===== src/rtl/ddr3_phy_pkg.sv =====
// Shared definitions for the DDR3 PHY read-side training blocks:
// FSM state encoding, default training pattern and counter widths.
package ddr3_phy_pkg;

  localparam int TAP_W    = 8;
  localparam int SLIP_W   = 2;
  localparam int MATCH_W  = 8;
  localparam int SETTLE_W = 4;

  // Burst word the read-leveling sequencer writes before training a lane.
  localparam logic [3:0] DEFAULT_RX_PATTERN = 4'b0011;

  localparam logic [SLIP_W-1:0] SLIP_LAST = '1;

  typedef enum logic [2:0] {
    ST_IDLE   = 3'd0,
    ST_LOAD   = 3'd1,
    ST_SETTLE = 3'd2,
    ST_CHECK  = 3'd3,
    ST_SLIP   = 3'd4,
    ST_STEP   = 3'd5,
    ST_DONE_S = 3'd6,
    ST_FAIL_S = 3'd7
  } rx_align_state_e;

endpackage


===== src/rtl/ddr3_rx_settle_timer.sv =====
// Down-counting settle timer: load starts a window of load_val cycles and
// expire is high on the last cycle of that window.
module ddr3_rx_settle_timer #(
  parameter int W = 4
) (
  input  logic         clk,
  input  logic         rst_n,
  input  logic         load,
  input  logic [W-1:0] load_val,
  output logic         expire
);

  logic [W-1:0] cnt_q, cnt_d;
  logic         active_q, active_d;

  always_comb begin
    cnt_d    = cnt_q;
    active_d = active_q;
    if (load) begin
      cnt_d    = load_val - 1'b1;
      active_d = 1'b1;
    end else if (active_q) begin
      if (cnt_q == '0) begin
        active_d = 1'b0;
      end else begin
        cnt_d = cnt_q - 1'b1;
      end
    end
  end

  always_ff @(posedge clk or negedge rst_n) begin
    if (!rst_n) begin
      cnt_q    <= '0;
      active_q <= 1'b0;
    end else begin
      cnt_q    <= cnt_d;
      active_q <= active_d;
    end
  end

  assign expire = active_q && (cnt_q == '0);

endmodule


===== src/rtl/ddr3_rx_lane_align.sv =====
// Trains one 4:1 input IOD lane: bit-slips and steps the delay line until the
// deserialized word matches PATTERN for MATCH_COUNT consecutive words.
module ddr3_rx_lane_align
  import ddr3_phy_pkg::*;
#(
  parameter logic [3:0] PATTERN       = DEFAULT_RX_PATTERN,
  parameter int         MATCH_COUNT   = 16,
  parameter int         SETTLE_CYCLES = 4,
  parameter int         TAP_MAX       = 127
) (
  input  logic              FAB_CLK,
  input  logic              ARST_N,
  input  logic              START,
  input  logic [3:0]        RX_DATA,
  input  logic              DELAY_LINE_OUT_OF_RANGE,
  output logic              RX_BIT_SLIP,
  output logic              DELAY_LINE_MOVE,
  output logic              DELAY_LINE_DIRECTION,
  output logic              DELAY_LINE_LOAD,
  output logic              BUSY,
  output logic              DONE,
  output logic              FAIL,
  output logic [TAP_W-1:0]  LOCKED_TAP,
  output logic [SLIP_W-1:0] SLIP_CNT,
  output logic [3:0]        RX_DATA_Q,
  output logic [2:0]        DBG_STATE
);

  localparam logic [MATCH_W-1:0]  MATCH_TGT  = MATCH_W'(MATCH_COUNT);
  localparam logic [TAP_W-1:0]    TAP_LAST   = TAP_W'(TAP_MAX);
  localparam logic [SETTLE_W-1:0] SETTLE_VAL = SETTLE_W'(SETTLE_CYCLES);

  rx_align_state_e     state_q, state_d;
  logic [TAP_W-1:0]    tap_q, tap_d;
  logic [SLIP_W-1:0]   slip_q, slip_d;
  logic [MATCH_W-1:0]  match_q, match_d;
  logic [TAP_W-1:0]    locked_tap_q, locked_tap_d;
  logic                after_step_q, after_step_d;
  logic [3:0]          rx_data_q;
  logic                settle_load;
  logic                settle_expire;

  ddr3_rx_settle_timer #(
    .W (SETTLE_W)
  ) u_settle_timer (
    .clk      (FAB_CLK),
    .rst_n    (ARST_N),
    .load     (settle_load),
    .load_val (SETTLE_VAL),
    .expire   (settle_expire)
  );

  // The timer is armed on every transition into SETTLE, whatever caused it.
  assign settle_load = (state_d == ST_SETTLE) && (state_q != ST_SETTLE);

  always_comb begin
    state_d      = state_q;
    tap_d        = tap_q;
    slip_d       = slip_q;
    match_d      = match_q;
    locked_tap_d = locked_tap_q;
    after_step_d = after_step_q;
    case (state_q)
      ST_IDLE, ST_DONE_S, ST_FAIL_S: begin
        if (START) begin
          state_d      = ST_LOAD;
          tap_d        = '0;
          slip_d       = '0;
          match_d      = '0;
          locked_tap_d = '0;
        end
      end
      ST_LOAD: begin
        state_d      = ST_SETTLE;
        after_step_d = 1'b0;
      end
      ST_SETTLE: begin
        // Running off the end of the delay line only matters once we moved it.
        if (after_step_q && DELAY_LINE_OUT_OF_RANGE) begin
          state_d = ST_FAIL_S;
        end else if (settle_expire) begin
          state_d = ST_CHECK;
        end
      end
      ST_CHECK: begin
        if (rx_data_q == PATTERN) begin
          match_d = (match_q == '1) ? match_q : match_q + 1'b1;
          if (match_d == MATCH_TGT) begin
            state_d      = ST_DONE_S;
            locked_tap_d = tap_q;
          end
        end else begin
          match_d = '0;
          state_d = (slip_q == SLIP_LAST) ? ST_STEP : ST_SLIP;
        end
      end
      ST_SLIP: begin
        slip_d       = slip_q + 1'b1;
        after_step_d = 1'b0;
        state_d      = ST_SETTLE;
      end
      ST_STEP: begin
        if (tap_q == TAP_LAST) begin
          state_d = ST_FAIL_S;
        end else begin
          tap_d        = tap_q + 1'b1;
          slip_d       = '0;
          after_step_d = 1'b1;
          state_d      = ST_SETTLE;
        end
      end
      default: state_d = ST_IDLE;
    endcase
  end

  always_ff @(posedge FAB_CLK or negedge ARST_N) begin
    if (!ARST_N) begin
      state_q      <= ST_IDLE;
      tap_q        <= '0;
      slip_q       <= '0;
      match_q      <= '0;
      locked_tap_q <= '0;
      after_step_q <= 1'b0;
      rx_data_q    <= '0;
    end else begin
      state_q      <= state_d;
      tap_q        <= tap_d;
      slip_q       <= slip_d;
      match_q      <= match_d;
      locked_tap_q <= locked_tap_d;
      after_step_q <= after_step_d;
      rx_data_q    <= RX_DATA;
    end
  end

  assign BUSY                 = (state_q == ST_LOAD)  || (state_q == ST_SETTLE) ||
                                (state_q == ST_CHECK) || (state_q == ST_SLIP)   ||
                                (state_q == ST_STEP);
  assign RX_BIT_SLIP          = (state_q == ST_SLIP);
  assign DELAY_LINE_MOVE      = (state_q == ST_STEP) && (tap_q != TAP_LAST);
  assign DELAY_LINE_DIRECTION = BUSY;
  assign DELAY_LINE_LOAD      = (state_q == ST_LOAD);
  assign DONE                 = (state_q == ST_DONE_S);
  assign FAIL                 = (state_q == ST_FAIL_S);
  assign LOCKED_TAP           = locked_tap_q;
  assign SLIP_CNT             = slip_q;
  assign RX_DATA_Q            = rx_data_q;
  assign DBG_STATE            = state_q;

endmodule


===== config.mk =====
export PLATFORM = sky130hd
export DESIGN_NAME = ddr3_rx_lane_align
export DESIGN_NICKNAME = d
export VERILOG_FILES = /design/src/rtl/ddr3_phy_pkg.sv /design/src/rtl/ddr3_rx_settle_timer.sv /design/src/rtl/ddr3_rx_lane_align.sv
export SDC_FILE = /design/constraint.sdc
export NUM_CORES = 1
export LEC_CHECK = 0
export CORE_MARGIN = 2
export CORE_UTILIZATION = 49
export CTS_CLUSTER_DIAMETER = 120
export DETAILED_ROUTE_END_ITERATION = 6
export PLACE_DENSITY = 0.81
export SYNTH_ARGS = -nofsm -noshare
export SYNTH_HDL_FRONTEND = slang
export SYNTH_HIERARCHICAL = 1
export SYNTH_SLANG_ARGS = --single-unit

===== constraint.sdc =====
create_clock -name FAB_CLK -period 2.8 [get_ports FAB_CLK]
set_clock_uncertainty 0.05 [all_clocks]
set_input_delay 0.56 -clock FAB_CLK [delete_from_list [all_inputs] [get_ports FAB_CLK]]
set_output_delay 0.56 -clock FAB_CLK [all_outputs]
set_load 0.01 [all_outputs]

* Word level (Yosys, flattened, before mapping) *
Cells that the tools add are included.
Widths: inputs -> output; s select.

storage, ports and cells
  logic and storage cells = 84
  output and inout port bits = 24
  memories = 0
  ROM bits = 0
  register bits = 39
  memory bits (writable) = 0
  bits in latches = 0

cells by class
  $mul = 0
  multiplexer cells = 28
  magnitude comparators = 0
  divide/modulo/power cells = 0
  reductions and logical operators = 23
  add/subtract/negate cells = 4
  shift operators = 0
  bitwise logic cells = 0
  equality and inequality tests = 20

operator list
  operator             count
  $mux 8               6
  $pmux 8 s2           3
  $mux 3               6
  $add 8x1->8 const B  2
  $pmux 3 s5           1
  $eq 3x3->1 const B   4
  $mux 4               3
  $ne 2x2->1 const B   5
  $eq 3x2->1 const B   3
  $eq 8x5->1 const B   1
  $eq 8x7->1 const B   1
  $eq 8x8->1 const B   1
  $ne 8x7->1 const B   1
  $reduce_bool 2->1    4
  $pmux 2 s3           1
  $reduce_and 2->1     3
  $reduce_and 3->1     2
  $mux 1               5
  $eq 4x2->1 const B   1
  $logic_and 1x1->1    4
  $logic_not 4->1      1
  $logic_or 1x1->1     4
  $mux 2               2
  $reduce_and 4->1     1
  other kinds (10)     10

* Depth between registers and ports, before layout *
  word-level depth = 10
  gate-level depth with buffers = 14

* Hierarchy *
Netlist, hierarchy kept.

modules (own cells, without submodules)
  module                sequential area each (sq um)  cells each  area an instance (sq um)  times used
  ddr3_rx_lane_align    850.8                         214         1918.1                    1
  ddr3_rx_settle_timer  125.1                         32          301.5                     1

* Worst setup path before layout *
OpenSTA, ideal clock, no wires.

  path kind = flip-flop to flip-flop
  from = register match_q[0]
  to = register u_settle_timer.cnt_q[2]
  stages on the path, launching flop included = 14
  arrival time = 2705 ps
  path buffers = 2
  path slack = -80 ps
  clock period less this slack = 2880 ps
  library setup time = 124 ps
  cell sequence = dfrtp_1 > ha_1 > clkbuf_1 > a2111oi_0 > o32a_1 > o21ai_0 > a22o_1 > nor3_1 > buf_2 > mux2i_1 > ha_1 > xor2_1 > nand2_1 > nand3_1

on the way
  cells in the longest elaborated chain, start to end = 10
  elaborated cells between the ends (all ways) = 13

ends and longest elaborated chain
  item                                                       RTL line                    source
  from (decl)                                                ddr3_rx_lane_align.sv:36    logic [MATCH_W-1:0] match_q, match_d;
  from (signal assigned)                                     ddr3_rx_lane_align.sv:129   match_q <= match_d;
  $add 8x1->8 or $eq 8x8->1 (tied branches)                  ddr3_rx_lane_align.sv:87    match_d = (match_q == '1) ? match_q : match_q + 1'b1;
  $mux 8 *                                                   ddr3_rx_lane_align.sv:87
  $eq 8x5->1 *                                               ddr3_rx_lane_align.sv:88    if (match_d == MATCH_TGT) begin
  $mux 3 *                                                   ddr3_rx_lane_align.sv:88
  $mux 3 *                                                   ddr3_rx_lane_align.sv:86    if (rx_data_q == PATTERN) begin
  $pmux 3 s5 *                                               ddr3_rx_lane_align.sv:63    case (state_q)
  named net state_d[0]                                       ddr3_rx_lane_align.sv:33    rx_align_state_e state_q, state_d;
  $eq 3x2->1 *                                               ddr3_rx_lane_align.sv:54    assign settle_load = (state_d == ST_SETTLE) && (state_q != ST_SETTLE);
  $logic_and 1x1->1 *                                        ddr3_rx_lane_align.sv:54
  named net settle_load                                      ddr3_rx_lane_align.sv:40    logic settle_load;
  $ne 2x2->1 (no line) or $reduce_bool 2->1 (tied branches)  --
  $reduce_and 2->1 (no line)                                 --
  to (signal assigned)                                       ddr3_rx_settle_timer.sv:36  cnt_q <= cnt_d;
  to (decl)                                                  ddr3_rx_settle_timer.sv:13  logic [W-1:0] cnt_q, cnt_d;

The timed path passes the listed nets; every way through them passes the cells marked *.
A chain may end at the register's enable or synchronous reset.

* Final worst setup path *
  from = register tap_q[1]
  to = register u_settle_timer.cnt_q[2]

on the way
  cells in the longest elaborated chain, start to end = 7
  elaborated cells between the ends (all ways) = 9

ends and longest elaborated chain
  item                                                       RTL line                   source
  from (decl)                                                ddr3_rx_lane_align.sv:34   logic [TAP_W-1:0] tap_q, tap_d;
  from (signal assigned)                                     ddr3_rx_lane_align.sv:127  tap_q <= tap_d;
  $eq 8x7->1 *                                               ddr3_rx_lane_align.sv:103  if (tap_q == TAP_LAST) begin
  $mux 3 *                                                   ddr3_rx_lane_align.sv:103
  $pmux 3 s5 *                                               ddr3_rx_lane_align.sv:63
  named net state_d[0]                                       ddr3_rx_lane_align.sv:33
  $eq 3x2->1 *                                               ddr3_rx_lane_align.sv:54
  $logic_and 1x1->1 *                                        ddr3_rx_lane_align.sv:54
  named net settle_load                                      ddr3_rx_lane_align.sv:40
  $ne 2x2->1 (no line) or $reduce_bool 2->1 (tied branches)  --
  $reduce_and 2->1 (no line)                                 --

Marked as above.

==> flow_summary.ini <==
[timing]
holdWs_ps = 333
maxSlewHeadroom_pct = 41.5
rsz0062_at_grt = true
setup_tns_ps = 0
finalHoldViolCount = 0
tightest_slew_ps = 877
setup_violations = 0
fin_crit_ps = 2690
drv_slew = 0
final.period_utilization_pct = 96.2
max_freq_mhz = 371

[setup_path]
r2r-start = tap_q[1]$_DFFE_PN0P_
critPathArrivalTime_ps = 2820
end_kind = register
cp.required_ps = 2920
startpoint = tap_q[1]$_DFFE_PN0P_
path_class = reg2reg
cp_max_fo = 4
cp-start-kind = register

[detailed_routing]
ant_nets = 0
via_per_inst = 5.65
num_vias = 2011
drc = 0
drtPass1Iterations = 4
wirelength_um = 4940
routedWlPerCell_um = 13.9
drt_iter0_drc = 148

[cells_and_area]
final_area_mm2 = 0.00289
final_core_util_pct = 66.4
layout.nets = 315
area_growth_pct = 30.3
drive_above_1_share_pct = 17.4
n_fill_cell = 335
antenna_cells = 0

[yosys]
ys_seq_area_share_pct = 44.0
yosysWarningCount = 6
ys_ff_latch = 39
synth_area_leaders = dfrtp_1, nand2_1, mux2i_1, nor2_1, o21ai_0
synth_top_area_cell = dfrtp_1
synth.most_common_cell = dfrtp_1
ys.flop_type = dfrtp_1
netlist_top_cells_count = dfrtp_1, nand2_1, nor2_1
synth_top_cell_area_share_pct = 44.0
async_flop_share_pct = 100
avgSynthCellArea_um2 = 9.02
syn_inst = 246
synthesis.area_mm2 = 0.00222
synth_edf_count = 0
ys_types = 53

[place]
place.port_buffers = 31
detailed_place_hpwl_um = 3530
dpl_cell_area_mm2 = 0.00274
place.gp.congestion = 0.871

[run]
maxCapViolCount = 0

[power]
vdd_drop_max_mv = 0.564
power_mw = 2.25
p_per_area_mw_per_mm2 = 777
leakagePower_nw = 1.24

[clocking]
cts_hold_buf = 0
cts_num_sinks = 39
insertion_delay_ps = 290
ctsHtreeMaxLevel = 2
cts_root_buf = clkbuf_8
ctsLongestPathBuffers = 2
cts_buffers = 5
cts_tree = done
path_clk_slew_ps = 80

[status]
outcome = finished clean

[floorplan]
num_rows = 24
die_x_um = 71.3
initial_core_util_pct = 51.0
core_mm2 = 0.00435
fp.dieArea_mm2 = 0.00508
pin_count = 32
die_y_um = 71.3

[global_route]
grt_overflow = 0
grt_first_pass_wirelength_um = 8320
grt_antenna_before_repair = 0
grt_max_degree = 40
grtUsageTotal_pct = 20.2
first_global_vias = 1969

[hold_path]
hold_path.class = in2async
==> flip-flops by register name, summed over array words and instances, names as in the netlist <==
register,cells
tap_q,8
u_settle_timer/cnt_q,4
u_settle_timer/active_q,1
RX_DATA_Q,4
LOCKED_TAP,8
SLIP_CNT,2
DBG_STATE,3
match_q,8
after_step_q,1
==> layer usage <==
metal / wire length (µm) / vias up / GRT usage (%) / part of all wire [%]
li1: - / 980 / - / -
met1: 2210 / 965 / 25.2 / 45
met2: 2460 / 59 / 36.1 / 50
met3: 208 / 7 / 2.67 / 4.2
met4: 66 / 0 / 6.92 / 1.3
met5: 0 / - / 0 / 0
==> final timing paths <==
check	slack, ps	endpoint	cells after the start
max in group asynchronous	1820	match_q[1]$_DFFE_PN0P_	1
setup reg to reg	110	u_settle_timer/cnt_q[2]$_DFFE_PN0P_	12
hold reg to reg	470	SLIP_CNT[0]$_DFFE_PN0P_	1
setup / recovery	110	u_settle_timer/cnt_q[2]$_DFFE_PN0P_	12
hold / removal	330	LOCKED_TAP[2]$_DFFE_PN0P_	1
min in group FAB_CLK	470	SLIP_CNT[0]$_DFFE_PN0P_	1
==> logic make-up after synthesis <==
logic type | share of synthesized area, %
AO/OA/AOI/OAI | 14.7
multiplexers | 5.92
AND/OR/NAND/NOR | 25.3
adder cells (fa/ha/maj) | 2.25
XOR/XNOR | 3.16
flip-flops | 44.0
buffers and inverters | 4.40
other | 0.338
==> worst max-delay path: stages, from the launching register on <==
cell	delay, ps
dfrtp_1	420
ha_2	210
nand2_2	90
nor4_1	70
or4_1	540
a22o_1	250
nor3_2	190
buf_4	150
mux2i_1	190
ha_2	220
nand2_1	60
nand3b_1	70
nand3_1	70
==> cells in the final DEF (no fill, tap or decap), types with 5 or more instances in the layout <==
master           netlist  layout
dfrtp_1               39      39
nand2_1               36      35
clkdlybuf4s50_1        0      30
buf_4                  1      27
nor2_1                22      22
o21ai_0               14      13
mux2i_1               12      12
a21oi_1               11      11
nand3_1               10      10
and3_1                 8       8
conb_1                 2       8
inv_1                  7       7
nor3_1                 7       6
clkbuf_8               0       5
==> final cells by class <==
cell class | count | area (µm²) | share of cell area [%]
well taps | 52 | 65.1 | 2.25
clock inverters | 3 | 43.8 | 1.51
inverters | 7 | 26.3 | 0.909
flip-flops and latches | 39 | 976 | 33.8
multi-input cells | 192 | 1200 | 41.6
clock buffers | 5 | 68.8 | 2.38
repair buffers | 58 | 508 | 17.6
==> repair_timing <==
item	CTS	global route
gates cloned	0	0
pin swaps	0	3
resized for setup	2	6
setup buffers	0	2
setup endpoints to repair	1	3
==> power by group <==
group | total (mW) | internal, mW | switching [mW]
registers | 0.749 | 0.657 | 0.0917
logic | 1.04 | 0.513 | 0.524
clock network | 0.461 | 0.265 | 0.196
total | 2.25 | 1.44 | 0.811
==> stage by stage <==
stage | std cells | setup slack (ps)
after detailed placement | 346 | -163
after global placement | 346 | -75.7
after global routing | 356 | -54.7
final | 356 | 107
after CTS | 354 | 60.7
after floorplan | 252 | 32.0
No activity file was read; power rests on OpenSTA's default activity.
